`config.mk`:
```
export PLATFORM = sky130hd
export DESIGN_NAME = instr_fetch_unit
export DESIGN_NICKNAME = d
export VERILOG_FILES = /design/src/rtl/fetch_pkg.sv /design/src/rtl/fetch_opcode_check.sv /design/src/rtl/instr_fetch_unit.sv
export SDC_FILE = /design/constraint.sdc
export NUM_CORES = 1
export LEC_CHECK = 0
export CORE_ASPECT_RATIO = 0.75
export CORE_MARGIN = 3
export CORE_UTILIZATION = 46
export DETAILED_ROUTE_END_ITERATION = 10
export GPL_ROUTABILITY_DRIVEN = 0
export PLACE_DENSITY = 0.84
export SYNTH_ARGS = -nofsm -noshare
export SYNTH_HDL_FRONTEND = slang
export SYNTH_SLANG_ARGS = --single-unit
```
`constraint.sdc`:
```
create_clock -name clk -period 2.9 [get_ports clk]
set_input_delay 0.435 -clock clk [delete_from_list [all_inputs] [get_ports clk]]
set_output_delay 0.435 -clock clk [all_outputs]
set_load 0.03 [all_outputs]
```
`src/rtl/fetch_pkg.sv`:
```
// fetch_pkg: shared instruction width, RV32 opcode constants and fetch FSM states
package fetch_pkg;
    localparam int INSTR_W = 32;
    localparam logic [6:0] OP_RTYPE  = 7'b0110011;
    localparam logic [6:0] OP_ITYPE  = 7'b0010011;
    localparam logic [6:0] OP_LOAD   = 7'b0000011;
    localparam logic [6:0] OP_STORE  = 7'b0100011;
    localparam logic [6:0] OP_BRANCH = 7'b1100011;
    typedef enum logic [1:0] {ST_IDLE, ST_REQ, ST_WAIT, ST_HOLD} state_t;
endpackage

```
`src/rtl/fetch_opcode_check.sv`:
```
// fetch_opcode_check: flags whether an opcode is one the control unit decodes
// Ports: i_opcode - instruction bits [6:0]; o_legal - 1 for R/I-ALU/load/store/branch
module fetch_opcode_check
    import fetch_pkg::*;
(
    input  logic [6:0] i_opcode,
    output logic       o_legal
);
    assign o_legal = i_opcode inside {OP_RTYPE, OP_ITYPE, OP_LOAD, OP_STORE, OP_BRANCH};
endmodule

```
`src/rtl/instr_fetch_unit.sv`:
```
// instr_fetch_unit: single-outstanding RV32 instruction fetch with redirect and one-entry output buffer
// Ports: clk/rst (sync, active-high); o_mem_req/o_mem_addr/i_mem_gnt/i_mem_rvalid/i_mem_rdata - memory port;
// i_redirect_valid/i_redirect_pc - branch redirect; o_out_valid/i_out_ready/o_out_instr/o_out_pc/o_out_opcode - decoder side.
// Define FETCH_ILLEGAL_CHECK_EN to add o_out_illegal (unsupported opcode while o_out_valid).
module instr_fetch_unit
    import fetch_pkg::*;
#(
    parameter int                ADDR_W   = 32,
    parameter logic [ADDR_W-1:0] RESET_PC = '0
) (
    input  logic               clk,
    input  logic               rst,
    output logic               o_mem_req,
    output logic [ADDR_W-1:0]  o_mem_addr,
    input  logic               i_mem_gnt,
    input  logic               i_mem_rvalid,
    input  logic [INSTR_W-1:0] i_mem_rdata,
    input  logic               i_redirect_valid,
    input  logic [ADDR_W-1:0]  i_redirect_pc,
    output logic               o_out_valid,
    input  logic               i_out_ready,
    output logic [INSTR_W-1:0] o_out_instr,
    output logic [ADDR_W-1:0]  o_out_pc,
`ifdef FETCH_ILLEGAL_CHECK_EN
    output logic               o_out_illegal,
`endif
    output logic [6:0]         o_out_opcode
);
    state_t              r_state, w_state_nxt;
    logic [ADDR_W-1:0]   r_pc, r_out_pc;
    logic [INSTR_W-1:0]  r_instr;
    logic                r_drop, w_drop_nxt, w_capture;
    // A response is kept only if it was not already doomed and no redirect arrives with it
    assign w_capture = (r_state == ST_WAIT) && i_mem_rvalid && !r_drop && !i_redirect_valid;
    always_comb begin
        w_state_nxt = r_state;
        w_drop_nxt  = r_drop;
        case (r_state)
            ST_IDLE: w_state_nxt = ST_REQ;
            ST_REQ: begin
                if (i_mem_gnt) begin
                    w_state_nxt = ST_WAIT;
                    w_drop_nxt  = i_redirect_valid;
                end
            end
            ST_WAIT: begin
                if (i_mem_rvalid) begin
                    w_state_nxt = w_capture ? ST_HOLD : ST_REQ;
                    w_drop_nxt  = 1'b0;
                end else begin
                    w_drop_nxt  = r_drop | i_redirect_valid;
                end
            end
            ST_HOLD: w_state_nxt = (i_redirect_valid || i_out_ready) ? ST_REQ : ST_HOLD;
            default: w_state_nxt = ST_IDLE;
        endcase
    end
    always_ff @(posedge clk) begin
        if (rst) begin
            r_state  <= ST_IDLE;
            r_pc     <= RESET_PC;
            r_drop   <= 1'b0;
            r_instr  <= '0;
            r_out_pc <= '0;
        end else begin
            r_state <= w_state_nxt;
            r_drop  <= w_drop_nxt;
            r_pc    <= i_redirect_valid ? {i_redirect_pc[ADDR_W-1:2], 2'b00}
                     : w_capture        ? r_pc + ADDR_W'(4)
                     :                    r_pc;
            if (w_capture) begin
                r_instr  <= i_mem_rdata;
                r_out_pc <= r_pc;
            end
        end
    end
    assign o_mem_req    = (r_state == ST_REQ);
    assign o_mem_addr   = r_pc;
    assign o_out_valid  = (r_state == ST_HOLD);
    assign o_out_instr  = r_instr;
    assign o_out_pc     = r_out_pc;
    assign o_out_opcode = r_instr[6:0];
`ifdef FETCH_ILLEGAL_CHECK_EN
    logic w_legal;
    fetch_opcode_check u_opcode_check (
        .i_opcode (r_instr[6:0]),
        .o_legal  (w_legal)
    );
    assign o_out_illegal = o_out_valid & ~w_legal;
`endif
endmodule
```
==> reports/results.tsv <==
stage	metric	value	unit
worst_setup_path	data required time of the worst path	3.14	ns
synth	Post-synth top flop	sky130_fd_sc_hd__dfxtp_1	
placed_design	setup slack at placement	0.409	ns
run	max-capacitance violation count	0	
global_route	global-route congestion overflow total	0	
global_route	pin count of the biggest net entering global routing	53	
final_layout	share of post-route cells with drive strength above 1	0.0527	
cts	deepest clock path buffer count	2	
sta	setup violators final	0	
final_layout	Post-Route Utilization	0.710	
worst_setup_path	endpoint arrival time on the critical path	2.42	ns
synth	gate count of the mapped netlist	539	
global_route	overall fraction of global-route tracks in use	0.244	
sta	Max Freq	457	MHz
worst_setup_path	critical-path maximum fanout	5	
global_route	antenna violations before repair	0	
cts	CTS-repair resized insts	0	
cts	CTS H-Tree Depth	3	
final_layout	number of nets in the layout	749	
sta	setup_tns	0	ns
worst_setup_path	type of destination of the critical path	flop	
die	area enclosed by the die boundary	0.0104	mm2
cts	later-pin clock latency in the skew report	0.34	ns
detailed_routing	post-detailed-route wirelength per cell	16.3	um
sta	total count of max-transition violations in the final report	0	
min_path	type of the most critical hold path	reg2reg	
synth	Warnings, synthesis	0	
detailed_routing	Iteration-0 DRC Markers	421	
global_route	wire length of the first global-routing pass	20.4	mm
synth	synthesized area divided by synthesized cell count	7.84	um2
detailed_routing	vias per cell	5.73	
sta	worst clock skew	0.00965	ns
cts	Sinks on Clock Net	95	
cts	post-CTS setup buffer count	0	
sta	RSZ-0062 raised after global routing	no	
sta	worst-case setup margin in the final layout	0.711	ns
sta	worst rel slew slack	0.623	
die	initial standard-cell utilization of the core	0.485	
synth	mapped cell area	0.00423	mm2
cts	hold bufs inserted after CTS	0	
cts	clock tree from TritonCTS	yes	
detailed_routing	total wire length	12.9	mm
power_and_ir_drop	Leakage Power	0.00203	uW
synth	ys async rst share	0	
die	die width	117	um
die	ports placed on the boundary	175	
detailed_routing	number of routed nets with antenna violations	0	
synth	Netlist cell types	48	
cts	clock transition at the registers of the reported paths	0.07	ns
sta	final critical path time including I/O delays and setup	2.19	ns
die	Std-Cell Rows	29	
outcome	outcome	completed	
sta	Final Hold Violating Endpoints	0	
placed_design	placed insts	775	
synth	register bit count reported by yosys	95	
detailed_routing	number of DRC violations after detailed routing	0	
global_route	vias in the first global route	4161	
cts	number of buffers created by CTS	9	
worst_setup_path	critical path start-end classification	in2reg	
placed_design	Port Buffer Count	168	
placed_design	detailed placement HPWL	9.25	mm
final_layout	antenna cell count	0	
die	vertical die dimension	89	um
sta	final-layout worst hold slack	0.453	ns
detailed_routing	First-pass DRT Iterations	5	
synth	sequential element share of the synthesized area	0.450	
final_layout	area added between synthesis and finish	46.3	%
synth	number of enable flip-flop cells after synthesis	0	
worst_setup_path	critical path startpoint category	input pin	
power_and_ir_drop	Max VDD drop	270	uV
cts	cell at the root of the clock tree	sky130_fd_sc_hd__clkbuf_16	
die	floorplan core area	0.00871	mm2
sta	Final Cycle Share	0.755	
detailed_routing	count of vias placed by the detailed router	4529	
final_layout	non-filler cells, final	791	
sta	slew at the pin closest to its max-slew limit	0.561	ns
power_and_ir_drop	power density of the placed cells	476	mW/mm2
per-stage QoR:
stage,power (uW),cell area (um2)
global route,3040,6180
finish,2940,6180
CTS,2950,6180
floorplan,1610,4240
detailed placement,1820,5890
global placement,1810,5890
final cells by class:
cell class / instances / area [um2]
inverters: 9 / 33.8
flip-flops and latches: 95 / 1900
fillers: 729 / 2530
clock buffers: 10 / 239
clock inverters: 6 / 52.6
multi-input cells: 386 / 2050
repair buffers: 177 / 1770
well taps: 108 / 135
worst max-delay path, cell delays in order:
cell and delay (ns):
sky130_fd_sc_hd__clkdlybuf4s50_1 0.54, sky130_fd_sc_hd__nand4bb_1 0.35, sky130_fd_sc_hd__nor4_2 0.63, sky130_fd_sc_hd__a31oi_1 0.15, sky130_fd_sc_hd__a221oi_1 0.31
layer usage:
metal  GRT usage  vias up  share of wire
li1            -     2157              -
met1       0.335     2133           0.43
met2       0.385      214           0.47
met3      0.0555       25          0.084
met4      0.0792        0          0.019
met5           0        -              0
cell usage in the layout (no fill, tap or decap), drive strengths merged, types with 4 or more instances in the layout:
cell type,netlist,layout
nand2,148,148
o21ai,6,6
conb,1,4
inv,8,10
nand4,15,15
nor2b,4,4
a31oi,5,5
nand3,10,10
clkdlybuf4s50,0,167
dfxtp,95,95
nor2,31,31
a21oi,69,69
a311oi,13,13
or4,8,8
nor4,9,9
and4,6,6
buf,20,10
clkbuf,32,10
o31ai,9,9
a211oi,5,5
nor3,5,5
or3,5,5
a2111oi,4,4
synthesized netlist by cell type (2+ instances only):
cell	number	area (um2)
sky130_fd_sc_hd__nand2_1	148	556
sky130_fd_sc_hd__dfxtp_1	95	1900
sky130_fd_sc_hd__a21oi_1	69	345
sky130_fd_sc_hd__clkbuf_1	32	120
sky130_fd_sc_hd__nor2_1	31	116
sky130_fd_sc_hd__a311oi_1	13	114
sky130_fd_sc_hd__buf_4	13	97.6
sky130_fd_sc_hd__nand4_1	13	81.3
sky130_fd_sc_hd__nand3_1	10	50.1
sky130_fd_sc_hd__o31ai_1	9	67.6
sky130_fd_sc_hd__inv_1	8	30.0
sky130_fd_sc_hd__nor4_1	8	50.1
sky130_fd_sc_hd__or4_1	8	60.1
sky130_fd_sc_hd__o21ai_0	6	30.0
sky130_fd_sc_hd__a211oi_1	5	37.5
sky130_fd_sc_hd__a31oi_1	5	31.3
sky130_fd_sc_hd__nor3_1	5	25.0
sky130_fd_sc_hd__or3_1	5	31.3
sky130_fd_sc_hd__a2111oi_1	4	40.0
sky130_fd_sc_hd__and4_1	4	35.0
sky130_fd_sc_hd__nor2b_1	4	25.0
sky130_fd_sc_hd__and2_1	3	18.8
sky130_fd_sc_hd__buf_2	3	15.0
sky130_fd_sc_hd__o41a_1	3	33.8
sky130_fd_sc_hd__xnor2_1	3	26.3
sky130_fd_sc_hd__xor2_1	3	26.3
sky130_fd_sc_hd__a221oi_1	2	17.5
sky130_fd_sc_hd__and3_1	2	12.5
sky130_fd_sc_hd__and4_2	2	20.0
sky130_fd_sc_hd__buf_1	2	7.51
sky130_fd_sc_hd__buf_6	2	22.5
sky130_fd_sc_hd__o311ai_0	2	17.5
sky130_fd_sc_hd__o31a_1	2	17.5
report_power, final:
part,internal (uW),switching (uW),total (uW)
registers,1340,61.5,1400
logic,189,200,389
clock network,617,531,1150
sequential cells by signal, summed over array words and instances, names as in the netlist:
register and cells:
o_mem_addr 30, r_state 2, o_out_pc 30, r_drop 1, o_out_instr 32
logic make-up after synthesis:
family,after synthesis,share of synthesized area
other,1,0.000888
AOI/OAI and AO/OA,124,0.185
DFF,95,0.450
xor gates and xnor gates,6,0.0124
buffers and inverters,61,0.0702
adders and majority gates,1,0.00296
and+or+nand+nor,251,0.278
path summary, 6_finish.rpt:
path	start	to	slack [ns]	depth (start not counted)
max	i_mem_rvalid	o_mem_addr[13]$_SDFFE_PP0P_	0.71	5
min	o_out_instr[28]$_SDFFE_PP0P_	o_out_instr[28]$_SDFFE_PP0P_	0.45	2
max reg2reg	o_mem_addr[10]$_SDFFE_PP0P_	o_mem_addr[24]$_SDFFE_PP0P_	0.73	4
min reg2reg	o_out_instr[28]$_SDFFE_PP0P_	o_out_instr[28]$_SDFFE_PP0P_	0.45	2
Note: power is estimated with default switching activity, not from simulation.
